### config.mk
export PLATFORM = sky130hd
export DESIGN_NAME = ysyx_24110006_wb_arbiter_flat
export DESIGN_NICKNAME = d
export VERILOG_FILES = /design/src/rtl/ysyx_24110006_wb_arbiter_pkg.sv /design/src/rtl/ysyx_24110006_wb_arbiter_if.sv /design/src/rtl/ysyx_24110006_wb_arbiter_rr_arb2.sv /design/src/rtl/ysyx_24110006_wb_arbiter.sv /design/src/flat_wrapper.sv
export SDC_FILE = /design/constraint.sdc
export NUM_CORES = 1
export LEC_CHECK = 0
export BUFFER_PORTS_ARGS = -buffer_cell sky130_fd_sc_hd__buf_2
export CAP_MARGIN = 20
export CORE_MARGIN = 2
export CORE_UTILIZATION = 42
export CTS_CLUSTER_SIZE = 40
export DETAILED_ROUTE_END_ITERATION = 12
export GPL_ROUTABILITY_DRIVEN = 0
export PLACE_DENSITY_LB_ADDON = 0.2
export SLEW_MARGIN = 20
export SYNTH_ARGS = -nofsm -noshare
export SYNTH_HDL_FRONTEND = slang
export SYNTH_HIERARCHICAL = 1
export SYNTH_SLANG_ARGS = --single-unit
export TNS_END_PERCENT = 20
### constraint.sdc
create_clock -name i_clock -period 1.92 [get_ports i_clock]
set_input_delay 0.288 -clock i_clock [delete_from_list [all_inputs] [get_ports i_clock]]
set_output_delay 0.288 -clock i_clock [all_outputs]
set_load 0.005 [all_outputs]
### src/rtl/ysyx_24110006_wb_arbiter_pkg.sv
// Shared types for the write-back arbiter and scoreboard.
// Round-robin arbitration is enabled by YSYX_24110006_WBARB_RR_EN.
package ysyx_24110006_wb_pkg;

  localparam int WB_AW = 5;
  localparam int WB_DW = 32;
  localparam int NREG  = 16;
  localparam int IDX_W = 4;

  typedef enum logic {
    REQ_A = 1'b0,
    REQ_B = 1'b1
  } req_id_e;

  typedef struct packed {
    logic             valid;
    logic [WB_AW-1:0] waddr;
    logic [WB_DW-1:0] wdata;
  } wb_req_t;

  function automatic req_id_e req_other(
    input req_id_e id
  );
    return (id == REQ_A) ? REQ_B : REQ_A;
  endfunction

endpackage

### src/rtl/ysyx_24110006_wb_arbiter_if.sv
// Issue, requester and register-file write bundle of the
// write-back arbiter; slave is the arbiter side.
interface ysyx_24110006_wb_arbiter_if
  import ysyx_24110006_wb_pkg::*;
#(
  parameter int ADDR_WIDTH = WB_AW,
  parameter int DATA_WIDTH = WB_DW,
  parameter int NREG       = ysyx_24110006_wb_pkg::NREG
);

  logic                  i_issue_valid;
  logic                  i_issue_wen;
  logic [ADDR_WIDTH-1:0] i_issue_rd;
  logic [ADDR_WIDTH-1:0] i_issue_rs1;
  logic [ADDR_WIDTH-1:0] i_issue_rs2;
  logic                  o_issue_ready;

  logic                  i_a_valid;
  logic [ADDR_WIDTH-1:0] i_a_waddr;
  logic [DATA_WIDTH-1:0] i_a_wdata;
  logic                  o_a_ready;

  logic                  i_b_valid;
  logic [ADDR_WIDTH-1:0] i_b_waddr;
  logic [DATA_WIDTH-1:0] i_b_wdata;
  logic                  o_b_ready;

  logic                  o_rf_valid;
  logic                  o_rf_wen;
  logic [ADDR_WIDTH-1:0] o_rf_waddr;
  logic [DATA_WIDTH-1:0] o_rf_wdata;
  logic [NREG-1:0]       o_busy;

  modport slave (
    input  i_issue_valid,
    input  i_issue_wen,
    input  i_issue_rd,
    input  i_issue_rs1,
    input  i_issue_rs2,
    output o_issue_ready,
    input  i_a_valid,
    input  i_a_waddr,
    input  i_a_wdata,
    output o_a_ready,
    input  i_b_valid,
    input  i_b_waddr,
    input  i_b_wdata,
    output o_b_ready,
    output o_rf_valid,
    output o_rf_wen,
    output o_rf_waddr,
    output o_rf_wdata,
    output o_busy
  );

  modport master (
    output i_issue_valid,
    output i_issue_wen,
    output i_issue_rd,
    output i_issue_rs1,
    output i_issue_rs2,
    input  o_issue_ready,
    output i_a_valid,
    output i_a_waddr,
    output i_a_wdata,
    input  o_a_ready,
    output i_b_valid,
    output i_b_waddr,
    output i_b_wdata,
    input  o_b_ready,
    input  o_rf_valid,
    input  o_rf_wen,
    input  o_rf_waddr,
    input  o_rf_wdata,
    input  o_busy
  );

endinterface

### src/rtl/ysyx_24110006_wb_arbiter_rr_arb2.sv
// Two-way arbiter: round-robin with YSYX_24110006_WBARB_RR_EN,
// otherwise fixed priority with B over A and no state.
module ysyx_24110006_rr_arb2
  import ysyx_24110006_wb_pkg::*;
(
`ifdef YSYX_24110006_WBARB_RR_EN
  input  logic       i_clock,
  input  logic       i_reset_n,
`endif
  input  logic [1:0] i_req,
  output logic [1:0] o_gnt,
  output req_id_e    o_win
);

`ifdef YSYX_24110006_WBARB_RR_EN
  // r_prio names the requester that wins a tie
  req_id_e r_prio;

  always_comb begin
    o_win = REQ_A;
    unique case (i_req)
      2'b11:   o_win = r_prio;
      2'b10:   o_win = REQ_B;
      default: o_win = REQ_A;
    endcase
  end

  always_ff @(posedge i_clock or negedge i_reset_n) begin
    if (!i_reset_n) begin
      r_prio <= REQ_A;
    end else if (|i_req) begin
      r_prio <= req_other(o_win);
    end
  end
`else
  always_comb begin
    o_win = i_req[1] ? REQ_B : REQ_A;
  end
`endif

  assign o_gnt[0] = i_req[0] & (o_win == REQ_A);
  assign o_gnt[1] = i_req[1] & (o_win == REQ_B);

endmodule

### src/rtl/ysyx_24110006_wb_arbiter.sv
// Write-back arbiter plus busy scoreboard for the register file.
// Arbitration mode selected by YSYX_24110006_WBARB_RR_EN.
module ysyx_24110006_wb_arbiter
  import ysyx_24110006_wb_pkg::*;
#(
  parameter int ADDR_WIDTH = WB_AW,
  parameter int DATA_WIDTH = WB_DW,
  parameter int NREG       = ysyx_24110006_wb_pkg::NREG
) (
  input  logic                        i_clock,
  input  logic                        i_reset_n,
  ysyx_24110006_wb_arbiter_if.slave   bus
);

  wb_req_t          w_a;
  wb_req_t          w_b;
  wb_req_t          w_sel;
  logic [1:0]       w_req;
  logic [1:0]       w_gnt;
  req_id_e          w_win;
  logic             w_grant;

  logic             r_rf_valid;
  logic             r_rf_wen;
  logic [WB_AW-1:0] r_rf_waddr;
  logic [WB_DW-1:0] r_rf_wdata;

  logic [NREG-1:0]  r_busy;
  logic [NREG-1:0]  w_busy_nxt;
  logic [IDX_W-1:0] w_rd_idx;
  logic [IDX_W-1:0] w_rs1_idx;
  logic [IDX_W-1:0] w_rs2_idx;
  logic [IDX_W-1:0] w_clr_idx;
  logic             w_rs1_hz;
  logic             w_rs2_hz;
  logic             w_waw_hz;
  logic             w_issue_ready;
  logic             w_fire;
  logic             w_set;
  logic             w_unused_rd_msb;

  assign w_a = '{
    valid: bus.i_a_valid,
    waddr: bus.i_a_waddr,
    wdata: bus.i_a_wdata
  };
  assign w_b = '{
    valid: bus.i_b_valid,
    waddr: bus.i_b_waddr,
    wdata: bus.i_b_wdata
  };
  assign w_req = {w_b.valid, w_a.valid};

  ysyx_24110006_rr_arb2 u_arb (
`ifdef YSYX_24110006_WBARB_RR_EN
    .i_clock   (i_clock),
    .i_reset_n (i_reset_n),
`endif
    .i_req     (w_req),
    .o_gnt     (w_gnt),
    .o_win     (w_win)
  );

  assign w_grant = |w_gnt;
  assign w_sel   = (w_win == REQ_B) ? w_b : w_a;

  // x0 writes are accepted but never reach the register file
  always_ff @(posedge i_clock or negedge i_reset_n) begin
    if (!i_reset_n) begin
      r_rf_valid <= 1'b0;
      r_rf_wen   <= 1'b0;
      r_rf_waddr <= '0;
      r_rf_wdata <= '0;
    end else begin
      r_rf_valid <= w_grant;
      r_rf_wen   <= w_grant && (w_sel.waddr != '0);
      if (w_grant) begin
        r_rf_waddr <= w_sel.waddr;
        r_rf_wdata <= w_sel.wdata;
      end
    end
  end

  assign w_rd_idx  = bus.i_issue_rd[IDX_W-1:0];
  assign w_rs1_idx = bus.i_issue_rs1[IDX_W-1:0];
  assign w_rs2_idx = bus.i_issue_rs2[IDX_W-1:0];
  assign w_clr_idx = r_rf_waddr[IDX_W-1:0];
  assign w_unused_rd_msb = bus.i_issue_rd[ADDR_WIDTH-1];

  // zero tests use the full address, lookups alias on bit 4
  assign w_rs1_hz = (bus.i_issue_rs1 != '0) && r_busy[w_rs1_idx];
  assign w_rs2_hz = (bus.i_issue_rs2 != '0) && r_busy[w_rs2_idx];
  assign w_waw_hz = bus.i_issue_wen && r_busy[w_rd_idx];

  assign w_issue_ready = !(w_rs1_hz || w_rs2_hz || w_waw_hz);
  assign w_fire = bus.i_issue_valid && w_issue_ready;
  assign w_set  = w_fire && bus.i_issue_wen
               && (w_rd_idx != '0);

  always_comb begin
    w_busy_nxt = r_busy;
    if (r_rf_wen) begin
      w_busy_nxt[w_clr_idx] = 1'b0;
    end
    if (w_set) begin
      w_busy_nxt[w_rd_idx] = 1'b1;
    end
    w_busy_nxt[0] = 1'b0;
  end

  always_ff @(posedge i_clock or negedge i_reset_n) begin
    if (!i_reset_n) begin
      r_busy <= '0;
    end else begin
      r_busy <= w_busy_nxt;
    end
  end

  assign bus.o_a_ready     = w_gnt[0];
  assign bus.o_b_ready     = w_gnt[1];
  assign bus.o_issue_ready = w_issue_ready;
  assign bus.o_rf_valid    = r_rf_valid;
  assign bus.o_rf_wen      = r_rf_wen;
  assign bus.o_rf_waddr    = r_rf_waddr;
  assign bus.o_rf_wdata    = r_rf_wdata;
  assign bus.o_busy        = r_busy;

endmodule

### src/flat_wrapper.sv
// flat-port wrapper written by rule: the top's interface ports become plain ports
module ysyx_24110006_wb_arbiter_flat import ysyx_24110006_wb_pkg::*;
#(
  parameter int ADDR_WIDTH = WB_AW,
  parameter int DATA_WIDTH = WB_DW,
  parameter int NREG       = ysyx_24110006_wb_pkg::NREG
)
  (i_clock, i_reset_n, bus_i_issue_valid, bus_i_issue_wen, bus_i_issue_rd, bus_i_issue_rs1, bus_i_issue_rs2, bus_o_issue_ready, bus_i_a_valid, bus_i_a_waddr, bus_i_a_wdata, bus_o_a_ready, bus_i_b_valid, bus_i_b_waddr, bus_i_b_wdata, bus_o_b_ready, bus_o_rf_valid, bus_o_rf_wen, bus_o_rf_waddr, bus_o_rf_wdata, bus_o_busy);
  ysyx_24110006_wb_arbiter_if #(.ADDR_WIDTH(ADDR_WIDTH), .DATA_WIDTH(DATA_WIDTH), .NREG(NREG)) bus_i ();
  input  logic i_clock;
  input  logic i_reset_n;
  input wire logic [$bits(bus_i.i_issue_valid)-1:0] bus_i_issue_valid;
  input wire logic [$bits(bus_i.i_issue_wen)-1:0] bus_i_issue_wen;
  input wire logic [$bits(bus_i.i_issue_rd)-1:0] bus_i_issue_rd;
  input wire logic [$bits(bus_i.i_issue_rs1)-1:0] bus_i_issue_rs1;
  input wire logic [$bits(bus_i.i_issue_rs2)-1:0] bus_i_issue_rs2;
  output wire logic [$bits(bus_i.o_issue_ready)-1:0] bus_o_issue_ready;
  input wire logic [$bits(bus_i.i_a_valid)-1:0] bus_i_a_valid;
  input wire logic [$bits(bus_i.i_a_waddr)-1:0] bus_i_a_waddr;
  input wire logic [$bits(bus_i.i_a_wdata)-1:0] bus_i_a_wdata;
  output wire logic [$bits(bus_i.o_a_ready)-1:0] bus_o_a_ready;
  input wire logic [$bits(bus_i.i_b_valid)-1:0] bus_i_b_valid;
  input wire logic [$bits(bus_i.i_b_waddr)-1:0] bus_i_b_waddr;
  input wire logic [$bits(bus_i.i_b_wdata)-1:0] bus_i_b_wdata;
  output wire logic [$bits(bus_i.o_b_ready)-1:0] bus_o_b_ready;
  output wire logic [$bits(bus_i.o_rf_valid)-1:0] bus_o_rf_valid;
  output wire logic [$bits(bus_i.o_rf_wen)-1:0] bus_o_rf_wen;
  output wire logic [$bits(bus_i.o_rf_waddr)-1:0] bus_o_rf_waddr;
  output wire logic [$bits(bus_i.o_rf_wdata)-1:0] bus_o_rf_wdata;
  output wire logic [$bits(bus_i.o_busy)-1:0] bus_o_busy;
  assign bus_i.i_issue_valid = bus_i_issue_valid;
  assign bus_i.i_issue_wen = bus_i_issue_wen;
  assign bus_i.i_issue_rd = bus_i_issue_rd;
  assign bus_i.i_issue_rs1 = bus_i_issue_rs1;
  assign bus_i.i_issue_rs2 = bus_i_issue_rs2;
  assign bus_o_issue_ready = bus_i.o_issue_ready;
  assign bus_i.i_a_valid = bus_i_a_valid;
  assign bus_i.i_a_waddr = bus_i_a_waddr;
  assign bus_i.i_a_wdata = bus_i_a_wdata;
  assign bus_o_a_ready = bus_i.o_a_ready;
  assign bus_i.i_b_valid = bus_i_b_valid;
  assign bus_i.i_b_waddr = bus_i_b_waddr;
  assign bus_i.i_b_wdata = bus_i_b_wdata;
  assign bus_o_b_ready = bus_i.o_b_ready;
  assign bus_o_rf_valid = bus_i.o_rf_valid;
  assign bus_o_rf_wen = bus_i.o_rf_wen;
  assign bus_o_rf_waddr = bus_i.o_rf_waddr;
  assign bus_o_rf_wdata = bus_i.o_rf_wdata;
  assign bus_o_busy = bus_i.o_busy;
  ysyx_24110006_wb_arbiter #(.ADDR_WIDTH(ADDR_WIDTH), .DATA_WIDTH(DATA_WIDTH), .NREG(NREG)) u_core (.i_clock(i_clock), .i_reset_n(i_reset_n), .bus(bus_i));
endmodule
* Word level (Yosys, flattened, before mapping)
Index checks and enable logic that the tools add are counted.
** Operators by class
- Div/mod/pow operators :: 0
- $mul :: 0
- Equal/unequal tests :: 0
- Muxes and demuxes :: 14
- Reductions and logical operators :: 17
- Bitwise gates (word level) :: 6
- Order comparisons :: 6
- Shift-type cells :: 0
- $add $sub $neg :: 0
** Operators by type and width (count)
- $mux 37 :: 1
- $mux 16 :: 2
- $lt 4x5->1 const B :: 4
- $and 16x16->16 :: 1
- $not 16->16 :: 1
- $or 16x16->16 :: 1
- $reduce_bool 5->1 :: 3
- $bmux 1 s4 :: 3
- $logic_and 1x1->1 :: 9
- $demux 1 s4 :: 2
- $ge 4x1->1 const B :: 2
- $mux 1 :: 6
- $reduce_bool 4->1 :: 1
- $and 1x1->1 :: 2
- $logic_or 1x1->1 :: 2
- $reduce_or 2->1 :: 1
- $logic_not 1->1 :: 1
- $not 1->1 :: 1
** Word-level totals
- Memories :: 0
- ROM bits :: 0
- Bits in writable memories :: 0
- Register bits after elaboration :: 54
- Latch bits :: 0

* Longest topological paths before layout
Gate-level depths: netlist of run 1.
- Word-level depth :: 10
- Depth in mapped cells :: 7
- Mapped depth without buffers :: 5

* Hierarchy
Netlist of run 1, hierarchy kept.
** Modules (own cells, without submodules)
- ysyx_24110006_wb_arbiter :: cells an instance 309, area an instance 3075.4 µm², times used 1, seq. area each 1351.3 µm²
- ysyx_24110006_rr_arb2 :: cells an instance 3, area an instance 28.8 µm², times used 1, seq. area each 0.0 µm²

* Worst setup path before layout of run 1
No wires, ideal clock.
- Path kind :: reg2out
- Start point :: register u_core.r_busy[11], in the netlist u_core/bus.o_busy[11]
- End point :: output port bus_o_issue_ready
- Stages on the path, launching flop included :: 6
- Data required time :: 1632 ps
- Setup slack :: -211 ps
- Buffers on the path :: 1
- Arrival :: 1843 ps
- Cell sequence :: dfrtp_1 > mux4_1 > mux2_2 > a221o_1 > buf_6 > nor2_1
** Between the ends
- Word-level cells in the longest chain between the ends :: 6
- Elaborated cells between the ends (all ways) :: 12
- Classes of those cells :: mux (6); reduce/logical (6)
** RTL lines
- from (decl) :: RTL line ysyx_24110006_wb_arbiter.sv:28 : logic [NREG-1:0] r_busy;
- from (signal assigned) :: RTL line ysyx_24110006_wb_arbiter.sv:115 : r_busy <= w_busy_nxt;
- $bmux 1 s4 (on tied branches) :: RTL line ysyx_24110006_wb_arbiter.sv:91, ysyx_24110006_wb_arbiter.sv:92
- $mux 1 (on tied branches) :: RTL line ysyx_24110006_wb_arbiter.sv:91, ysyx_24110006_wb_arbiter.sv:92
- $logic_and 1x1->1 (on tied branches) :: RTL line ysyx_24110006_wb_arbiter.sv:91, ysyx_24110006_wb_arbiter.sv:92
- $logic_or 1x1->1 :: RTL line ysyx_24110006_wb_arbiter.sv:95 : assign w_issue_ready = !(w_rs1_hz || w_rs2_hz || w_waw_hz);
- $logic_or 1x1->1 * :: RTL line ysyx_24110006_wb_arbiter.sv:95
- $logic_not 1->1 * :: RTL line ysyx_24110006_wb_arbiter.sv:95
- to (decl) :: RTL line flat_wrapper.sv:17 : output wire logic [$bits(bus_i.o_issue_ready)-1:0] bus_o_issue_ready;
Every way passes the cells marked *; elsewhere a longest branch is shown, timed or not. The select of a mux whose other input is x is not followed.

* Worst setup path in the final report of run 1
- Start point :: register u_core.r_busy[8], in the netlist u_core/bus.o_busy[8]
- End point :: output port bus_o_issue_ready
The elaborated chain is that of the path after synthesis.

==> results.cfg, run 1 <==
[yosys]
yosysTopAreaCellShare_pct = 43.5
synth_warnings = 6
synth_nets = 407
muxShareOfSynthArea_pct = 20.0
avgSynthCellArea_sq_um = 9.95
synth_top_family_by_area = multiplexers
synth_seq_cells = 54
synth_compound_area_share_pct = 14.4
netlist_top_cells_area = dfrtp_1, mux2i_1, a21oi_1
syn-cell-area_sq_um = 3100
synth_cell_type_count = 38
synth-simple-area-share_pct = 17.7
synthXorXnorAreaFrac_pct = 0
ys_seq_area_share_pct = 43.5
synthAdderAreaFrac_pct = 0
syn_inst = 312
synth_area_leader_cell = dfrtp_1

[placed_design]
port_buffers = 148
place_area_sq_um = 4080
dp_hpwl_um = 6770
dp_slack_ns = -0.155

[floorplan]
dieArea_sq_um = 8090
io-pin-count = 153
die_x_um = 90.0
die_h_um = 90.0
start_util_pct = 43.0
fp.coreArea_sq_um = 7210
rows = 31

[timing]
period_minus_slack_ns = 2.33
period_share_pct = 121
slew_violations = 0
hold_viol_final = 0
worst_slack_ns = -0.410
grt_setup_unrepaired = true
setup_viol = 16
skew_ns = 0.0155
max_freq_mhz = 429

[detailed_routing]
vias = 2975
drc = 0
wirelength_um = 8710
dr.pass1.iters = 4
antenna_left = 0
via_per_inst = 5.21
routedWlPerCell_um = 15.2
drt_iter0_markers = 205

[power]
powerDensity_nw_per_um2 = 877
p_switching_w = 0.00131
p_clk_share_pct = 18.8
sw_frac_of_total_pct = 35.5
ir_drop_uv = 442
power_w = 0.00369
power_leakage_nw = 2.05
combinationalPowerShare_pct = 39.7
internal-power_w = 0.00238
p_seq_share_pct = 41.5

[worst_hold_path]
hold_path_depth = 3
holdPathEnd = u_core/bus.o_rf_wen
hold_class = in2reg
hold_start = bus_i_b_waddr[2]

[worst_setup_path]
crit_path_end_kind = output pin
worstPathMaxFanout = 2
timing.rr.start = u_core/bus.o_busy[8]
critical_path_class = reg2out
ff2ff_setup_slack_ns = -0.08
worstPathArrival_ns = 2.04
reg2reg_to = u_core/bus.o_busy[9]
crit_required_ns = 1.63
reg2regPathDepth = 5
start_kind = flip-flop

[cts]
ctsHtreeMaxLevel = 2
clock-sinks = 54
tritoncts = yes
clkTransAtPathRegs_ns = 0.12
cts_inserted_buffers = 5
clk_latency_ns = 0.32
clk_path_buf_depth = 2
root_buffer = clkbuf_8

[grt]
antenna_found_initial = 0
grt_pass1_wl_um = 13800
grt_max_degree = 47
overflow = 0
grt_usage_pct = 21.2
grt_pass1_vias = 2827

[layout]
drive_above_1_share_pct = 45.1
stdcell_area_sq_um = 4210
final_common_cell = buf_2
layout.cells.most_common_list = buf_2, dfrtp_1, nor2_1, mux2i_1, a21oi_1
nNetsFinal = 566
area_delta_synth_final_pct = 35.5
antenna_cells = 0

[run_status]
outcome = complete, but fails checks
violations = setup timing

[run]
cap_violations = 0
[layout make-up]
| cell class | count | area [sq um] |
|---|---|---|
| Tap cell | 99 | 124 |
| Timing Repair Buffer | 177 | 973 |
| Fill cell | 679 | 3010 |
| Multi-Input combinational cell | 229 | 1650 |
| Clock buffer | 5 | 68.8 |
| Clock inverter | 3 | 28.8 |
| Sequential cell | 54 | 1350 |
| Inverter | 4 | 15.0 |
[power by group through the flow]
stage	Clock [W]	Sequential, W	Combinational [W]
6_report	0.000695	0.00153	0.00146
5_1_grt	0.000762	0.00156	0.00159
4_1_cts	0.000707	0.00153	0.00148
3_5_place_dp	0	0.00156	0.00141
3_3_place_gp	0	0.00155	0.00138
2_1_floorplan	0	0.00158	0.000655
[per-stage QoR]
stage                     cells  util [%]  hold slack (ns)  TNS, ns
after floorplan             312         -         -0.00759   -0.105
final                       571      58.3            0.204    -1.03
after global placement      561      56.6            0.277    -1.64
after CTS                   572      58.5            0.198    -1.66
after global routing        571      58.3            0.203    -2.20
after detailed placement    561      56.6            0.279    -1.71
[synthesized netlist by cell type]
| cell type | n |
|---|---|
| o2111ai_1 | 2 |
| o21ai_2 | 9 |
| or3b_2 | 1 |
| nor3_1 | 1 |
| nand3b_1 | 3 |
| and4b_1 | 2 |
| nand2b_1 | 3 |
| a221oi_1 | 1 |
| buf_4 | 3 |
| nor2b_4 | 1 |
| or4_1 | 1 |
| a31oi_1 | 2 |
| o31ai_1 | 1 |
| buf_1 | 7 |
| and4_1 | 9 |
| nand3_1 | 3 |
| nor2_1 | 42 |
| nor4_1 | 4 |
| and2_1 | 1 |
| mux4_2 | 5 |
| a221o_1 | 2 |
| buf_2 | 3 |
| or2_2 | 2 |
| inv_1 | 4 |
| clkbuf_1 | 11 |
| o21ai_0 | 21 |
| dfrtp_1 | 54 |
| conb_1 | 1 |
| mux2_2 | 4 |
| nand2_1 | 4 |
| mux2i_1 | 41 |
| nor2b_1 | 5 |
| nand4b_1 | 2 |
| a21oi_1 | 38 |
| a22oi_1 | 1 |
| nand4_1 | 15 |
| mux4_1 | 2 |
| buf_6 | 1 |
[critical path, cell delays in order (launching register included)]
cell and delay [ns]:
dfrtp_1 0.40, mux4_2 0.45, mux2_4 0.28, a221o_1 0.38, nor2_4 0.10, buf_2 0.11
[how the worst max path moves through the flow]
stage	slack (ns)	cells past startpoint	from	to
3_3_place_gp	-0.16	6	bus_i_issue_rs2[1]	bus_o_issue_ready
4_1_cts	-0.42	5	u_core/bus.o_busy[8]	bus_o_issue_ready
5_1_grt	-0.50	5	u_core/bus.o_busy[14]	bus_o_issue_ready
2_1_floorplan	-0.11	5	u_core/bus.o_busy[15]	bus_o_issue_ready
3_5_place_dp	-0.15	6	bus_i_issue_rs2[1]	bus_o_issue_ready
6_report	-0.41	5	u_core/bus.o_busy[8]	bus_o_issue_ready
[cells by family (layout without fill, tap and decap cells)]
| kind of cell | count (synthesis) | in the layout |
|---|---|---|
| multiplexers | 52 | 52 |
| AO/OA/AOI/OAI | 77 | 77 |
| flip-flops | 54 | 54 |
| AND/OR/NAND/NOR | 99 | 99 |
| buffers and inverters | 29 | 189 |
| other | 1 | 1 |
[registers in the layout, indices dropped and copies added (netlist names)]
register	count
u_core/bus.o_rf_wdata	32
u_core/bus.o_rf_valid	1
u_core/bus.o_busy	15
u_core/bus.o_rf_waddr	5
u_core/bus.o_rf_wen	1
[repair_timing]
action,CTS,global route
resized for setup,10,2
hold buffers,1,0
setup buffers,2,1
setup endpoints to repair,16,16
hold endpoints to repair,20,0
[per-layer routing]
metal | global-route usage (%) | wire [um]
met5 | 0 | 0
met4 | 5.51 | 151
met3 | 5.11 | 637
met2 | 36.4 | 4270
met1 | 27.0 | 3640
Power figures use the tool's default switching activity.
==> run 2, diff against run 1 <==
SETUP_SLACK_MARGIN = 0.3   (was default)
SLEW_MARGIN = default   (was 20)
==> run 2 against run 1 <==
  * The flow still finishes with violations (setup timing)
  * Critical path depth unchanged
  * Clock power up 15%
  * Cell count increased by 0.53%
  * Die area unchanged
  * Combinational power increased by 5%
  * Worst hold slack better by 0.020 ns
  * Sequential power about the same
  * Sequential share of layout area down 0.41 points
  * Clock-buffer cell count did not move
==> results.cfg, run 2 (same netlist as run 1, synthesis figures left out) <==
[run_status]
outcome = complete, but fails checks
violations = setup timing

[worst_hold_path]
hold_class = in2reg
hold_path_depth = 3

[layout]
area_delta_synth_final_pct = 37.2
largest_reg_flops = 32
final_common_cell = buf_2
layout.cells.most_common_list = buf_2, dfrtp_1, nor2_1, mux2i_1, a21oi_1
stdcell_area_sq_um = 4260
antenna_cells = 0
nNetsFinal = 569
post-route-util_pct = 59.1
drive_above_1_share_pct = 45.5

[floorplan]
start_util_pct = 43.0
fp.coreArea_sq_um = 7210
io-pin-count = 153
die_h_um = 90.0
rows = 31
die_x_um = 90.0
dieArea_sq_um = 8090

[run]
cap_violations = 0

[grt]
grt_pass1_vias = 2914
grt_max_degree = 41
grt_pass1_wl_um = 14200
overflow = 0
grt_usage_pct = 21.9
antenna_found_initial = 0

[timing]
period_share_pct = 124
grt_setup_unrepaired = true
slew_violations = 0
timing.hold.ws_ns = 0.225
max_freq_mhz = 419
period_minus_slack_ns = 2.38
setup_viol = 16
worst_slack_ns = -0.464
hold_viol_final = 0
skew_ns = 0.00612

[power]
powerDensity_nw_per_um2 = 907
ir_drop_uv = 380
power_leakage_nw = 2.08

[detailed_routing]
drt_iter0_markers = 223
drc = 0
via_per_inst = 5.36
vias = 3079
routedWlPerCell_um = 15.6
wirelength_um = 8930
antenna_left = 0
dr.pass1.iters = 4

[placed_design]
dp_hpwl_um = 6940
port_buffers = 148
place_area_sq_um = 4090

[worst_setup_path]
worstPathArrival_ns = 2.10
start_kind = flip-flop
crit_path_end_kind = output pin
reg2regPathDepth = 7
crit_slowest_cell = mux4_2
critical-path-top-delay-family = multiplexers
critical_path_class = reg2out
path_buf_inv = 1
slowest_delay_ns = 0.48
path_cells = mux4_2 > mux2_4 > a221o_1 > nor2_4 > buf_2
worstPathMaxFanout = 2
path_depth = 5
crit_required_ns = 1.63

[cts]
clock-sinks = 54
cts_inserted_buffers = 5
tritoncts = yes
clkTransAtPathRegs_ns = 0.10
root_buffer = clkbuf_8
clk_path_buf_depth = 2
ctsHtreeMaxLevel = 2
clk_latency_ns = 0.31
## run 2: cell types whose count changed in the layout (fill, tap and decap cells not counted)
| cell | delta |
|---|---|
| clkinvlp_4 | +1 |
| buf_6 | +3 |
| clkinv_4 | -2 |
| bufinv_16 | +1 |
## run 2: worst paths after layout
path	start	endpoint	slack, ns
worst min register to register	u_core/bus.o_rf_wdata[22]	u_core/bus.o_rf_wdata[22]	0.53
max in group asynchronous	i_reset_n	u_core/bus.o_busy[2]	0.91
worst max register to register	u_core/bus.o_busy[14]	u_core/bus.o_busy[12]	-0.27
worst min-delay path	bus_i_b_waddr[2]	u_core/bus.o_rf_wen	0.22
worst max-delay path	u_core/bus.o_busy[14]	bus_o_issue_ready	-0.46
min in group asynchronous	i_reset_n	u_core/bus.o_rf_wdata[0]	0.47
## run 2: repair_timing
item                       CTS  global route
resized for setup            7             6
setup buffers                1             1
hold endpoints to repair    20             0
setup endpoints to repair   16            16
hold buffers                 1             0
gates cloned                 1             0
pin swaps                    0             8
## run 2: metrics by stage
step / setup WS (ns) / instances / setup TNS, ns / total power (W)
2_1_floorplan: -0.105 / 312 / -0.105 / 0.00223
5_1_grt: -0.511 / 574 / -4.48 / 0.00410
3_3_place_gp: -0.164 / 562 / -1.81 / 0.00295
6_report: -0.464 / 574 / -4.01 / 0.00387
4_1_cts: -0.440 / 573 / -2.30 / 0.00384
3_5_place_dp: -0.175 / 562 / -2.09 / 0.00300
## run 2: layout make-up
type	instances	area (sq um)
Fill cell	660	2950
Multi-Input combinational cell	229	1650
Sequential cell	54	1350
Timing Repair Buffer	180	1010
Tap cell	99	124
Clock buffer	5	68.8
Clock inverter	3	48.8
Inverter	4	15.0
## run 2: worst register-to-register path, cell delays in order (launching register included)
cell     delay (ns)
dfrtp_1        0.41
mux4_2         0.48
mux2_4         0.28
a221o_1        0.40
buf_4          0.17
buf_6          0.11
buf_6          0.13
o21ai_2        0.14
## run 2: power breakdown
group	switching, W	leakage (nW)	internal (W)
registers	0.000184	0.630	0.00136
logic	0.000734	1.39	0.000793
clock network	0.000399	0.0563	0.000398
## run 2: layer usage
layer / part of all wire (%) / track usage [%]
met1: 41 / 27.9
met2: 48 / 35.9
met3: 7.7 / 5.11
met4: 3.4 / 9.49
met5: 0 / 0
==> run 3, diff against run 2 <==
CELL_PAD_IN_SITES_DETAIL_PLACEMENT = 2   (was default)
CELL_PAD_IN_SITES_GLOBAL_PLACEMENT = 2   (was default)
CORE_UTILIZATION = 24   (was 42)
REMOVE_ABC_BUFFERS = 1   (was default)
==> run 3 against run 2 <==
  * The flow still finishes with violations (setup timing)
  * Routed wire length rose by 27%
  * Power rose by 5.8%
  * Highest routed layer unchanged
  * Non-clock buffer count did not move
  * Via count fell by 0.13%
  * Flip-flop and latch count did not move
  * Worst hold slack improved by 0.034 ns
  * Cell count rose by 13%
  * Worst setup slack improved by 0.037 ns
  * Sequential power barely moved
==> results.cfg, run 3 (same netlist as run 1, synthesis figures left out) <==
[worst_hold_path]
holdPathEnd = u_core/bus.o_rf_wen
hold_start = bus_i_b_waddr[2]
hold_class = in2reg
hold_path_depth = 3

[floorplan]
fp.coreArea_sq_um = 12600
dieArea_sq_um = 13900
rows = 41
start_util_pct = 24.6
die_x_um = 118
die_h_um = 118
io-pin-count = 153

[grt]
grt_max_degree = 50
grt_usage_pct = 16.1
grt_pass1_vias = 3294
antenna_found_initial = 0
overflow = 0
grt_pass1_wl_um = 17900

[layout]
fin_cells = 647
final_common_cell = buf_2
drive_above_1_share_pct = 45.5
nNetsFinal = 569
post-route-util_pct = 34.8
layout.cells.most_common_list = buf_2, dfrtp_1, nor2_1
area_delta_synth_final_pct = 41.6
fill_cells = 1448
largest_reg_flops = 32
antenna_cells = 0

[placed_design]
dp_cells = 635
dp_hpwl_um = 9050
dp_slack_ns = -0.300
port_buffers = 148

[detailed_routing]
routedWlPerCell_um = 17.5
dr.pass1.iters = 4
drt_iter0_markers = 62
antenna_left = 0
drc = 0
via_per_inst = 4.75
wirelength_um = 11300
vias = 3075

[run_status]
violations = setup timing
outcome = complete, but fails checks

[worst_setup_path]
path_buf_inv = 1
start_kind = flip-flop
reg2reg_to = u_core/bus.o_busy[12]
crit_path_end_kind = output pin
worstPathMaxFanout = 2
timing.rr.start = u_core/bus.o_busy[8]
reg2regPathDepth = 7
ff2ff_setup_slack_ns = -0.22
critical-path-top-delay-family = multiplexers
slowest_delay_ns = 0.46
crit_required_ns = 1.63
crit_slowest_cell = mux4_2
critical_path_class = reg2out
worstPathArrival_ns = 2.06
path_cells = mux4_2 > mux2_4 > a221o_1 > nor2_1 > buf_2
worstSetupStartpoint = u_core/bus.o_busy[8]

[cts]
clk_latency_ns = 0.29
clk_path_buf_depth = 2
clock-sinks = 54
ctsHtreeMaxLevel = 2
clkTransAtPathRegs_ns = 0.07
root_buffer = clkbuf_16
cts_inserted_buffers = 5
tritoncts = yes

[timing]
grt_setup_unrepaired = true
setup_viol = 16
hold_viol_final = 0
skew_ns = 0.00387
period_minus_slack_ns = 2.35
worst_slack_ns = -0.428
slew_violations = 0
max_freq_mhz = 426
period_share_pct = 122

[power]
powerDensity_nw_per_um2 = 930
power_leakage_nw = 2.11
ir_drop_uv = 343

[run]
cap_violations = 0
run 3: changes by cell type in the layout (fill, tap and decap cells not counted), sizes merged:
cell / before / now
bufinv: 1 / 0
inv: 5 / 4
clkbuf: 5 / 6
clkinv: 0 / 2
clkinvlp: 1 / 0
run 3: cell type report:
class                      count  area, sq um  share of cell area, %
clock buffer                   6          129                   2.93
clock inverter                 2         13.8                  0.313
inverter                       4         15.0                  0.341
multi-input combinational    229         1640                   37.3
sequential                    54         1350                   30.7
tap                          172          215                   4.89
timing repair buffer         180         1030                   23.5
run 3: where the power goes:
part	internal [W]	total [W]	switching, W
Sequential	0.00136	0.00156	0.000196
Clock	0.000486	0.000908	0.000422
Combinational	0.000829	0.00162	0.000796
Total	0.00267	0.00409	0.00141
run 3: through the flow:
stage | hold slack, ns | cell area, sq um | total power [W] | TNS [ns]
after floorplan | -0.00759 | 2990 | 0.00215 | -1.20
after global placement | 0.279 | 4170 | 0.00300 | -3.17
after detailed placement | 0.289 | 4170 | 0.00306 | -3.51
after CTS | 0.251 | 4390 | 0.00412 | -3.23
after global routing | 0.271 | 4400 | 0.00433 | -4.21
final | 0.259 | 4400 | 0.00409 | -3.26
run 3: metal layers:
layer  track usage (%)  wire length, um
met1              19.7             4870
met2              28.9             5740
met3              3.73              653
met4              3.09               76
met5                 0                0
run 3: worst register-to-register path, cell delays in order (launching register included):
cell,delay [ns]
dfrtp_1,0.39
mux4_2,0.46
mux2_4,0.29
a221o_1,0.37
buf_4,0.16
buf_6,0.12
buf_12,0.14
o21ai_2,0.13
run 3: what timing repair did:
item	4_1_cts	5_1_grt
pin swaps	14	3
buffers inserted	2	0
endpoints found under the hold margin	19	0
gates resized for setup	17	3
endpoints found under the setup margin	16	16
hold buffers	1	0
cloned	1	0
run 3: worst max-delay path by stage:
stage	slack, ns	end	depth (start not counted)
finish	-0.43	bus_o_issue_ready	5
global route	-0.51	bus_o_issue_ready	5
CTS	-0.44	bus_o_issue_ready	5
detailed placement	-0.30	bus_o_issue_ready	6
global placement	-0.31	bus_o_issue_ready	6
floorplan	-0.27	bus_o_issue_ready	4
